<file path="config.mk">
export PLATFORM = sky130hd
export DESIGN_NAME = vect_result_stage
export DESIGN_NICKNAME = d
export VERILOG_FILES = /design/src/rtl/vect_result_stage.sv
export SDC_FILE = /design/constraint.sdc
export NUM_CORES = 1
export LEC_CHECK = 0
export CELL_PAD_IN_SITES_DETAIL_PLACEMENT = 0
export CELL_PAD_IN_SITES_GLOBAL_PLACEMENT = 1
export CORE_MARGIN = 2
export CORE_UTILIZATION = 23
export CTS_CLUSTER_SIZE = 24
export DETAILED_ROUTE_END_ITERATION = 16
export GPL_ROUTABILITY_DRIVEN = 0
export PLACE_DENSITY_LB_ADDON = 0.1
export SLEW_MARGIN = 30
export SYNTH_ARGS = -nofsm -noshare
export SYNTH_HDL_FRONTEND = slang
export SYNTH_SLANG_ARGS = --single-unit
</file>
<file path="constraint.sdc">
create_clock -name clk_i -period 3.7 [get_ports clk_i]
set_input_delay 0.74 -clock clk_i [delete_from_list [all_inputs] [get_ports clk_i]]
set_output_delay 0.74 -clock clk_i [all_outputs]
set_load 0.02 [all_outputs]
</file>
<file path="src/rtl/vect_result_stage.sv">
// Vector result stage: collects ALU element results and emits elementwise writebacks,
// a reduction scalar, or a packed mask. Define VRED_MINMAX_EN to enable min/max reductions.
module vect_result_stage #(
  parameter int DATA_WIDTH = 32,
  parameter int MAX_VL     = 32
) (
  input  logic                      clk_i,
  input  logic                      reset_i,
  input  logic                      start_i,
  input  logic [1:0]                mode_i,
  input  logic [2:0]                red_op_i,
  input  logic [$clog2(MAX_VL):0]   vl_i,
  input  logic [DATA_WIDTH-1:0]     init_i,
  input  logic                      elem_valid_i,
  input  logic [DATA_WIDTH-1:0]     elem_i,
  input  logic                      elem_mask_i,
  output logic                      elem_ready_o,
  output logic                      wb_valid_o,
  input  logic                      wb_ready_i,
  output logic [DATA_WIDTH-1:0]     wb_data_o,
  output logic [$clog2(MAX_VL)-1:0] wb_idx_o,
  output logic                      busy_o,
  output logic                      done_o
);

  localparam int CW = $clog2(MAX_VL) + 1;
  localparam int IW = $clog2(MAX_VL);

  localparam logic [1:0] MODE_EW   = 2'd0;
  localparam logic [1:0] MODE_PACK = 2'd2;

  typedef enum logic [1:0] {IDLE, COLLECT, WRITE} state_t;

  state_t                  state_reg, state_next;
  logic [1:0]              mode_reg;
  logic [2:0]              op_reg;
  logic [CW-1:0]           vl_reg;
  logic [CW-1:0]           cnt_reg;
  logic [DATA_WIDTH-1:0]   acc_reg;
  logic                    wb_valid_reg;
  logic [DATA_WIDTH-1:0]   wb_data_reg;
  logic [IW-1:0]           wb_idx_reg;
  logic                    done_reg;
  logic                    last_pend_reg;

  logic                    elem_ready;
  logic                    start_ok;
  logic                    accept;
  logic                    wb_fire;
  logic [CW-1:0]           cnt_inc;
  logic                    is_last;
  logic [DATA_WIDTH-1:0]   red_result;
  logic [DATA_WIDTH-1:0]   pack_next;
  logic [DATA_WIDTH-1:0]   acc_next;

  // A new instruction waits for any trailing elementwise write to drain.
  assign start_ok = (state_reg == IDLE) && start_i && !wb_valid_reg;
  assign accept   = elem_valid_i && elem_ready;
  assign wb_fire  = wb_valid_reg && wb_ready_i;
  assign cnt_inc  = cnt_reg + CW'(1);
  assign is_last  = (cnt_inc == vl_reg);

  always_comb begin
    elem_ready = 1'b0;
    if (state_reg == COLLECT) begin
      elem_ready = (mode_reg != MODE_EW) || !wb_valid_reg || wb_ready_i;
    end
  end

  always_comb begin
    red_result = acc_reg;
    case (op_reg)
      3'd0: red_result = acc_reg + elem_i;
      3'd1: red_result = acc_reg & elem_i;
      3'd2: red_result = acc_reg | elem_i;
      3'd3: red_result = acc_reg ^ elem_i;
`ifdef VRED_MINMAX_EN
      3'd4: red_result = ($signed(elem_i) < $signed(acc_reg)) ? elem_i : acc_reg;
      3'd5: red_result = (elem_i < acc_reg) ? elem_i : acc_reg;
      3'd6: red_result = ($signed(elem_i) > $signed(acc_reg)) ? elem_i : acc_reg;
      3'd7: red_result = (elem_i > acc_reg) ? elem_i : acc_reg;
`endif
      default: red_result = acc_reg;
    endcase
  end

  // Only bit positions reachable by an element index can ever be written.
  for (genvar gi = 0; gi < DATA_WIDTH; gi++) begin : g_pack
    if (gi < MAX_VL) begin : g_live
      assign pack_next[gi] = (cnt_reg == CW'(gi)) ? (elem_mask_i & elem_i[0]) : acc_reg[gi];
    end else begin : g_dead
      assign pack_next[gi] = acc_reg[gi];
    end
  end

  always_comb begin
    acc_next = acc_reg;
    if (mode_reg == MODE_PACK) begin
      acc_next = pack_next;
    end else if (elem_mask_i) begin
      acc_next = red_result;
    end
  end

  always_ff @(posedge clk_i or posedge reset_i) begin
    if (reset_i) begin
      state_reg <= IDLE;
    end else begin
      state_reg <= state_next;
    end
  end

  always_comb begin
    state_next = state_reg;
    case (state_reg)
      IDLE: begin
        if (start_ok && (vl_i != '0)) begin
          state_next = COLLECT;
        end
      end
      COLLECT: begin
        if (accept && is_last) begin
          state_next = (mode_reg == MODE_EW) ? IDLE : WRITE;
        end
      end
      WRITE: begin
        if (wb_fire) begin
          state_next = IDLE;
        end
      end
      default: state_next = IDLE;
    endcase
  end

  always_ff @(posedge clk_i or posedge reset_i) begin
    if (reset_i) begin
      mode_reg      <= '0;
      op_reg        <= '0;
      vl_reg        <= '0;
      cnt_reg       <= '0;
      acc_reg       <= '0;
      wb_valid_reg  <= 1'b0;
      wb_data_reg   <= '0;
      wb_idx_reg    <= '0;
      done_reg      <= 1'b0;
      last_pend_reg <= 1'b0;
    end else begin
      done_reg <= 1'b0;

      if (wb_fire) begin
        wb_valid_reg  <= 1'b0;
        last_pend_reg <= 1'b0;
        if (last_pend_reg || (state_reg == WRITE)) begin
          done_reg <= 1'b1;
        end
      end

      if (start_ok) begin
        mode_reg      <= (mode_i == 2'd3) ? MODE_EW : mode_i;
        op_reg        <= red_op_i;
        vl_reg        <= vl_i;
        cnt_reg       <= '0;
        acc_reg       <= (mode_i == MODE_PACK) ? '0 : init_i;
        last_pend_reg <= 1'b0;
        if (vl_i == '0) begin
          done_reg <= 1'b1;
        end
      end

      // Later assignments here override the drain of a write handshaking this cycle.
      if (accept) begin
        cnt_reg <= cnt_inc;
        if (mode_reg == MODE_EW) begin
          if (elem_mask_i) begin
            wb_valid_reg  <= 1'b1;
            wb_data_reg   <= elem_i;
            wb_idx_reg    <= cnt_reg[IW-1:0];
            last_pend_reg <= is_last;
          end else if (is_last) begin
            done_reg <= 1'b1;
          end
        end else begin
          acc_reg <= acc_next;
          if (is_last) begin
            wb_valid_reg <= 1'b1;
            wb_data_reg  <= acc_next;
            wb_idx_reg   <= '0;
          end
        end
      end
    end
  end

  assign elem_ready_o = elem_ready;
  assign wb_valid_o   = wb_valid_reg;
  assign wb_data_o    = wb_data_reg;
  assign wb_idx_o     = wb_idx_reg;
  assign busy_o       = (state_reg != IDLE);
  assign done_o       = done_reg;

endmodule

</file>
Yosys cells after proc, flatten, opt, wreduce, memory -nomap -nowiden --
Cells that the tools add are included.
Word-level totals: flip-flop bits (word level) 91, bits in latches 0, RAM bits 0, memory bits (read-only) 0, input port bits 81, output and inout port bits 41, logic and storage cells 155, memories kept 0
Operators by class: $add $sub $neg 2, multiply operators 0, div/mod/pow operators 0, $lt $le $gt $ge 0, equal/unequal tests 44, shifts and indexed selects 0, multiplexer cells 72, bitwise logic cells 4, reduce and logical (&&, ||, !) cells 22
Operators by type and width (number):
- 32-bit two-way mux | 9
- 32-bit one-hot mux with 4 select lines | 1
- 6-bit by 5-bit == test with 1-bit output, second input constant | 16
- 1-bit two-way mux | 51
- 6-bit by 4-bit == test with 1-bit output, second input constant | 8
- 32-bit adder | 1
- 32-bit AND | 1
- 32-bit OR | 1
- 32-bit XOR | 1
- 6-bit by 3-bit == test with 1-bit output, second input constant | 4
- 5-bit two-way mux | 3
- 6-bit by 2-bit == test with 1-bit output, second input constant | 2
- 6-bit zero test | 2
- 6-bit two-way mux | 2
- 2-bit two-way mux | 5
- 2-bit == test, second input constant | 4
- 2-bit nonzero test | 4
- 6-bit by 1-bit adder with 6-bit output, second input constant | 1
- 3-bit by 2-bit == test with 1-bit output, second input constant | 2
- 6-bit by 1-bit == test with 1-bit output, second input constant | 1
- 6-bit == test | 1
- 1-bit logical AND | 6
- 2-bit one-hot mux with 3 select lines | 1
- 3-bit AND reduction | 2
- 10 further kinds | 15

Depth between registers and ports, before layout --
Gate-level depths: netlist of the first run.
word-level depth 10, mapped depth 12, mapped depth without buffers 12

Least setup slack after synthesis of the first run --
OpenSTA, ideal clock, no wires.
kind input to register, from input elem_i[6], to register wb_data_reg[26] (netlist: wb_data_o[26]), library setup time 0.081 ns, arrival 2.995 ns, required time 3.619 ns, setup slack 0.623 ns, stages on the path 11, buffers on the path 0, path through inv_1 -> ha_1 -> a21oi_2 -> o211ai_2 -> a2111oi_4 -> a21oi_2 -> a21boi_2 -> a31oi_1 -> or4_1 -> a31o_1 -> a31oi_2
Between the ends: cells in the longest elaborated chain, start to end 6
Ends and longest elaborated chain:
- start, declared | line 15 | input logic [DATA_WIDTH-1:0] elem_i,
- 32-bit adder | line 73 | 3'd0: red_result = acc_reg + elem_i;
- 32-bit one-hot mux with 4 select lines | line 72 | case (op_reg)
- 32-bit two-way mux | line 100 | end else if (elem_mask_i) begin
- 32-bit two-way mux | line 98 | if (mode_reg == MODE_PACK) begin
- 32-bit two-way mux | line 184 | if (is_last) begin
- 32-bit two-way mux | line 173 | if (mode_reg == MODE_EW) begin
- end signal, assigned | line 176 | wb_data_reg <= elem_i;
- end signal, assigned | line 186 | wb_data_reg <= acc_next;
- end, declared | line 41 | logic [DATA_WIDTH-1:0] wb_data_reg;
Every way passes these cells. The select of a mux whose other input is x is not followed. A chain may end at the register's enable or synchronous reset.

Worst setup path in the final report of the first run --
from input elem_i[9], to register wb_data_reg[28] (netlist: wb_data_o[28])
The elaborated chain is that of the path after synthesis.

==> out/qor.csv, run 1 <==
stage;metric;value;unit
run_status;status;complete, no violations;
global_routing;gr-usage-all-layers;0.2092;
die;core-area;36350;µm²
detailed_routing;vias;9063;
logic_synthesis;syn_area;8423;µm²
detailed_routing;drc;0;
power;total_power;9.227;mW
cells_and_area;drive_above_1_share;0.1593;
timing;hold_viol_final;0;
worst_setup_path;rr_startpoint;acc_reg[6];
timing;clock-skew-final;15.78;ps
power;power_leakage;4.927;nW
clocking;htreeDepth;3;
logic_synthesis;synth_fp_nets;1259;
logic_synthesis;ys_types;73;
clocking;cts_max_path_buffers;2;
timing;setup_viol;0;
timing;slew_headroom;0.3391;
cells_and_area;n_fill_cell;3866;
cells_and_area;synthToLayoutAreaGrowth;34.89;%
detailed_routing;vias_per_cell;5.109;
worst_setup_path;crit_required;4010;ps
detailed_routing;drt-initial-drc-count;618;
timing;slew_violations;0;
timing;rsz0062_at_grt;false;
die;die_x;195.4;µm
worst_setup_path;critPathCapture;wb_data_o[28];
worst_setup_path;r2r-end;wb_data_o[28];
cells_and_area;design_area;11360;µm²
logic_synthesis;yosysMostFrequentCell;nand2_1;
clocking;clkLatencyLatePin;390;ps
die;io_pins;122;
power;ir_drop;258.3;µV
worst_setup_path;regToRegSetupSlack;630;ps
logic_synthesis;syn-instance-count;1109;
logic_synthesis;syn_area_per_cell;7.595;µm²
place;port_buffers;121;
logic_synthesis;yosys_warnings;0;
job;cap_violations;0;
cells_and_area;nNetsFinal;1451;
logic_synthesis;synthArstFlopShare;1.000;
clocking;ctsHoldBuffers;0;
cells_and_area;antenna_cells;0;
clocking;cts_made_buffers;9;
timing;period_needed;3505;ps
timing;period_share;0.9474;
worst_setup_path;start_kind;input port;
timing;whs;465.5;ps
clocking;cts_sinks;91;
logic_synthesis;yosysTopAreaCell;dfrtp_1;
place;dp.final_hpwl;28580;µm
global_routing;grt-ovfl-total;0;
detailed_routing;routed_wl;39370;µm
worst_setup_path;cp_max_fo;5;
worst_setup_path;cp-startpoint;elem_i[9];
logic_synthesis;synth_top_area_frac;0.2704;
worst_setup_path;r2r_cells;12;
worst_setup_path;end_kind;register;
timing;tightest_slew;991.3;ps
cells_and_area;instances_no_fill;1774;
detailed_routing;first_pass_iters;4;
power;p_per_area;812.0;nW/µm²
global_routing;grt_pass1_vias;9175;
die;initial_core_util;0.2317;
global_routing;grt_antenna_before_repair;0;
logic_synthesis;synth-seq-area-share;0.2704;
place;dp.cells;1757;
global_routing;grt_pass1_wl;59470;µm
die;die_area;38170;µm²
clocking;cts-root-buf;clkbuf_16;
die;num_rows;70;
logic_synthesis;ys_ff_latch;91;
logic_synthesis;synth_ff_type;dfrtp_1;
logic_synthesis;synth_area_leaders;dfrtp_1, ha_1, a21oi_1;
logic_synthesis;synth_enable_flop_cells;0;
clocking;path_clk_slew;80;ps
clocking;cts_tree;yes;
hold_path;hold_class;reg2reg;
logic_synthesis;yosys-top-cells-count;nand2_1, a21oi_1, nor2_1;
place;placed_area;11020;µm²
worst_setup_path;crit_arrival;3810;ps
place;dp_slack;-297.7;ps
timing;setup_ws;194.5;ps
die;die_h;195.4;µm
timing;timing.fmax;285.3;MHz
detailed_routing;wl_per_cell;22.19;µm
worst_setup_path;critPathKind;in2reg;
global_routing;grt_max_degree;45;
detailed_routing;postRouteAntennaNets;0;
==> worst min-delay path by stage <==
| stage | cells past startpoint | from | to |
|---|---|---|---|
| floorplan | 1 | state_reg[1] | state_reg[0] |
| finish | 1 | state_reg[1] | state_reg[0] |
| detailed placement | 1 | state_reg[1] | state_reg[0] |
| CTS | 1 | state_reg[1] | state_reg[0] |
| global placement | 1 | state_reg[1] | state_reg[0] |
| global route | 1 | state_reg[1] | state_reg[0] |
==> routing by layer <==
layer | up-vias | global-route usage | routed length, µm
met5 | - | 0 | 0
met4 | 0 | 0.05372 | 579
met3 | 25 | 0.02401 | 1252
met2 | 189 | 0.3570 | 18950
met1 | 4477 | 0.2806 | 18590
li1 | 4372 | - | -
==> placed cells by master, fill, tap and decap left out, drive strengths merged, types with 16 or more instances in the layout <==
cell type      netlist  final
o22ai               20     20
buf                 14    141
a21o                17     17
a22oi               30     30
nand3               32     32
mux2                16     16
clkdlybuf4s50        0    120
a31oi               35     35
ha                  68     68
o21ai               88     88
a21oi              103    103
inv                 87     92
nand2              127    127
nor2                96     96
a211oi              19     19
dfrtp               91     91
==> repair_timing <==
action                                  CTS  global route
resized for setup                         0             7
endpoints found under the setup margin    0            10
setup buffers                             0             1
==> stage by stage <==
stage	utilization	setup TNS, ps
after floorplan	-	0
after global placement	0.3033	-3627
after detailed placement	0.3033	-4335
after CTS	0.3117	0
after global routing	0.3126	0
final	0.3126	0
==> cell type report <==
cell class | instances | area, µm² | area share
well taps | 468 | 585.6 | 0.05154
clock inverters | 7 | 81.33 | 0.007158
clock buffers | 9 | 225.2 | 0.01982
repair buffers | 262 | 2297 | 0.2022
multi-input cells | 850 | 5567 | 0.4899
inverters | 87 | 329.1 | 0.02896
flip-flops and latches | 91 | 2277 | 0.2004
==> cell families (layout without fill, tap and decap cells) <==
family                   after synthesis  count (layout)  synth area share
multiplexers                          29              29           0.04129
adder cells (fa/ha/maj)               69              69            0.1034
AND/OR/NAND/NOR                      331             331            0.1772
AO/OA/AOI/OAI                        400             400            0.3093
XOR/XNOR                              21              21           0.02184
buffers and inverters                168             365           0.07665
flip-flops                            91              91            0.2704
==> power by group <==
part | total [mW] | internal, mW | switching, mW
logic | 6.29 | 2.59 | 3.70
clock network | 1.05 | 0.539 | 0.512
registers | 1.89 | 1.43 | 0.456
==> worst max-delay path, stage by stage <==
cell and delay [ps]:
clkdlybuf4s50_1 490, inv_1 50, ha_1 380, a21oi_2 170, o211ai_2 180, a2111oi_4 430, a2111oi_2 130, buf_4 170
or2_1 250, a41o_1 270, o41ai_1 260, a21oi_1 110, a31oi_1 180
Note: power is estimated with default switching activity, not from simulation.
==> run 2, diff against run 1 <==
--- a/config.mk
+++ b/config.mk
@@ -7,12 +7,14 @@
 export LEC_CHECK = 0
 export CELL_PAD_IN_SITES_DETAIL_PLACEMENT = 0
 export CELL_PAD_IN_SITES_GLOBAL_PLACEMENT = 1
-export CORE_MARGIN = 2
+export CORE_MARGIN = 5
 export CORE_UTILIZATION = 23
 export CTS_CLUSTER_SIZE = 24
 export DETAILED_ROUTE_END_ITERATION = 16
 export GPL_ROUTABILITY_DRIVEN = 0
+export MAX_ROUTING_LAYER = met4
 export PLACE_DENSITY_LB_ADDON = 0.1
+export SKIP_LAST_GASP = 1
 export SLEW_MARGIN = 30
 export SYNTH_ARGS = -nofsm -noshare
 export SYNTH_HDL_FRONTEND = slang
==> out/qor.csv, run 2 (synthesis gave the netlist of run 1 again) <==
stage;metric;value;unit;change
run_status;status;complete, no violations;;
worst_setup_path;rr_startpoint;cnt_reg[0];;
cells_and_area;final_common_cell;buf_4;;
timing;slew_headroom;0.3460;;+0.006882
clocking;cts_sinks;91;;unchanged
worst_setup_path;r2r_cells;10;;-2
cells_and_area;synthToLayoutAreaGrowth;35.06;%;
clocking;ctsHoldBuffers;0;;unchanged
power;ir_drop;329.3;µV;+27%
worst_setup_path;end_kind;register;;
power;power_leakage;4.923;nW;about the same
die;initial_core_util;0.2317;;unchanged
worst_setup_path;critPathKind;in2reg;;
die;num_rows;70;;unchanged
hold_path;min_from;wb_data_o[7];;
place;dp.final_hpwl;28930;µm;+1.2%
worst_setup_path;start_kind;input port;;
die;core-area;36350;µm²;unchanged
timing;setup_tns;0;ps;unchanged
timing;setup_viol;0;;unchanged
die;die_h;201.4;µm;+3.1%
power;total_power;9.202;mW;-0.26%
cells_and_area;nNetsFinal;1451;;unchanged
cells_and_area;antenna_cells;0;;unchanged
global_routing;grt_max_degree;54;;+20%
clocking;clkLatencyLatePin;390;ps;about the same
clocking;cts_setup_buffers;0;;unchanged
hold_path;hold_class;reg2reg;;
timing;hold_viol_final;0;;unchanged
detailed_routing;first_pass_iters;4;;unchanged
global_routing;gr-usage-all-layers;0.1963;;-0.01285
detailed_routing;drc;0;;unchanged
cells_and_area;instances_no_fill;1774;;unchanged
cells_and_area;mostFrequentLayoutCells;buf_4, nand2_1, clkdlybuf4s50_1, a21oi_1, nor2_1;;
timing;tightest_slew;981.0;ps;-10.32 ps
timing;whs;477.4;ps;+11.89 ps
job;cap_violations;0;;unchanged
clocking;htreeDepth;3;;unchanged
power;p_per_area;808.9;nW/µm²;-0.38%
clocking;cts-root-buf;clkbuf_16;;
worst_setup_path;cp-startpoint;elem_i[9];;
detailed_routing;routed_wl;39550;µm;+0.44%
timing;timing.fmax;285.9;MHz;+0.22%
hold_path;min_to;wb_data_o[7];;
global_routing;grt_pass1_vias;9051;;-1.4%
timing;clock-skew-final;15.27;ps;-0.5138 ps
timing;rsz0062_at_grt;false;;
hold_path;worstHoldPathCells;2;;+1
worst_setup_path;r2r-end;wb_data_o[16];;
clocking;cts_made_buffers;9;;unchanged
place;port_buffers;121;;unchanged
timing;period_needed;3498;ps;-7.841 ps
die;die_area;40550;µm²;+6.2%
detailed_routing;drt-initial-drc-count;672;;+8.7%
place;dp.cells;1758;;+0.057%
worst_setup_path;cp_max_fo;5;;unchanged
detailed_routing;vias;9113;;+0.55%
die;die_x;201.4;µm;+3.1%
timing;period_share;0.9453;;-0.002119
clocking;ctsResizeCount;0;;unchanged
clocking;cts_tree;yes;;
detailed_routing;wl_per_cell;22.29;µm;+0.44%
worst_setup_path;crit_arrival;3760;ps;-50 ps
detailed_routing;postRouteAntennaNets;0;;unchanged
place;dp_slack;-254.6;ps;+43.16 ps
detailed_routing;vias_per_cell;5.137;;+0.55%
worst_setup_path;crit_required;3960;ps;-50 ps
cells_and_area;drive_above_1_share;0.1593;;unchanged
timing;slew_violations;0;;unchanged
clocking;cts_max_path_buffers;2;;unchanged
global_routing;grt_pass1_wl;58930;µm;-0.92%
global_routing;grt-ovfl-total;0;;unchanged
clocking;path_clk_slew;80;ps;about the same
die;io_pins;122;;unchanged
global_routing;grt_antenna_before_repair;0;;unchanged
timing;setup_ws;202.4;ps;+7.841 ps
worst_setup_path;regToRegSetupSlack;490;ps;-140 ps
run 2: final cells by class:
| type | count | area (µm²) |
|---|---|---|
| sequential | 91 | 2277 |
| inverter | 87 | 329.1 |
| clock buffer | 10 | 239.0 |
| timing repair buffer | 262 | 2322 |
| multi-input combinational | 850 | 5569 |
| fill | 3920 | 24970 |
| tap | 468 | 585.6 |
| clock inverter | 6 | 53.80 |
run 2: worst max-delay path by stage:
stage / to / slack, ps / depth (start not counted)
final: wb_data_o[24] / 200 / 13
after global routing: acc_reg[19] / 7 / 12
after CTS: wb_data_o[31] / 160 / 12
after detailed placement: wb_data_o[30] / -250 / 14
after global placement: wb_data_o[31] / -250 / 12
after floorplan: acc_reg[0] / 600 / 1
run 2: report_power, final:
group | total (mW) | switching [mW] | leakage [nW] | internal [mW]
registers | 1.88 | 0.445 | 1.12 | 1.43
clock network | 1.00 | 0.513 | 0.142 | 0.489
logic | 6.33 | 3.70 | 3.66 | 2.63
run 2: metal layers:
layer / vias up / wire length, µm / track usage
met3: 39 / 1319 / 0.02272
met4: 0 / 875 / 0.05298
met2: 207 / 18510 / 0.3181
met5: - / 0 / -
met1: 4505 / 18840 / 0.2614
li1: 4362 / - / -
run 2: worst max-delay path, stage by stage:
cell             delay (ps)
clkdlybuf4s50_1         480
inv_1                    50
ha_1                    370
a21oi_2                 160
o211ai_2                160
a2111oi_4               410
a2111oi_2               130
buf_4                   180
or3_1                   370
a21oi_1                 190
xnor2_1                  80
a31oi_1                 290
a31oi_1                 140
run 2: metrics by stage:
stage                       util  instance area (µm²)
after global placement    0.3042                11060
after global routing      0.3130                11380
final                     0.3130                11380
after floorplan                -                 8423
after detailed placement  0.3042                11060
after CTS                 0.3122                11350
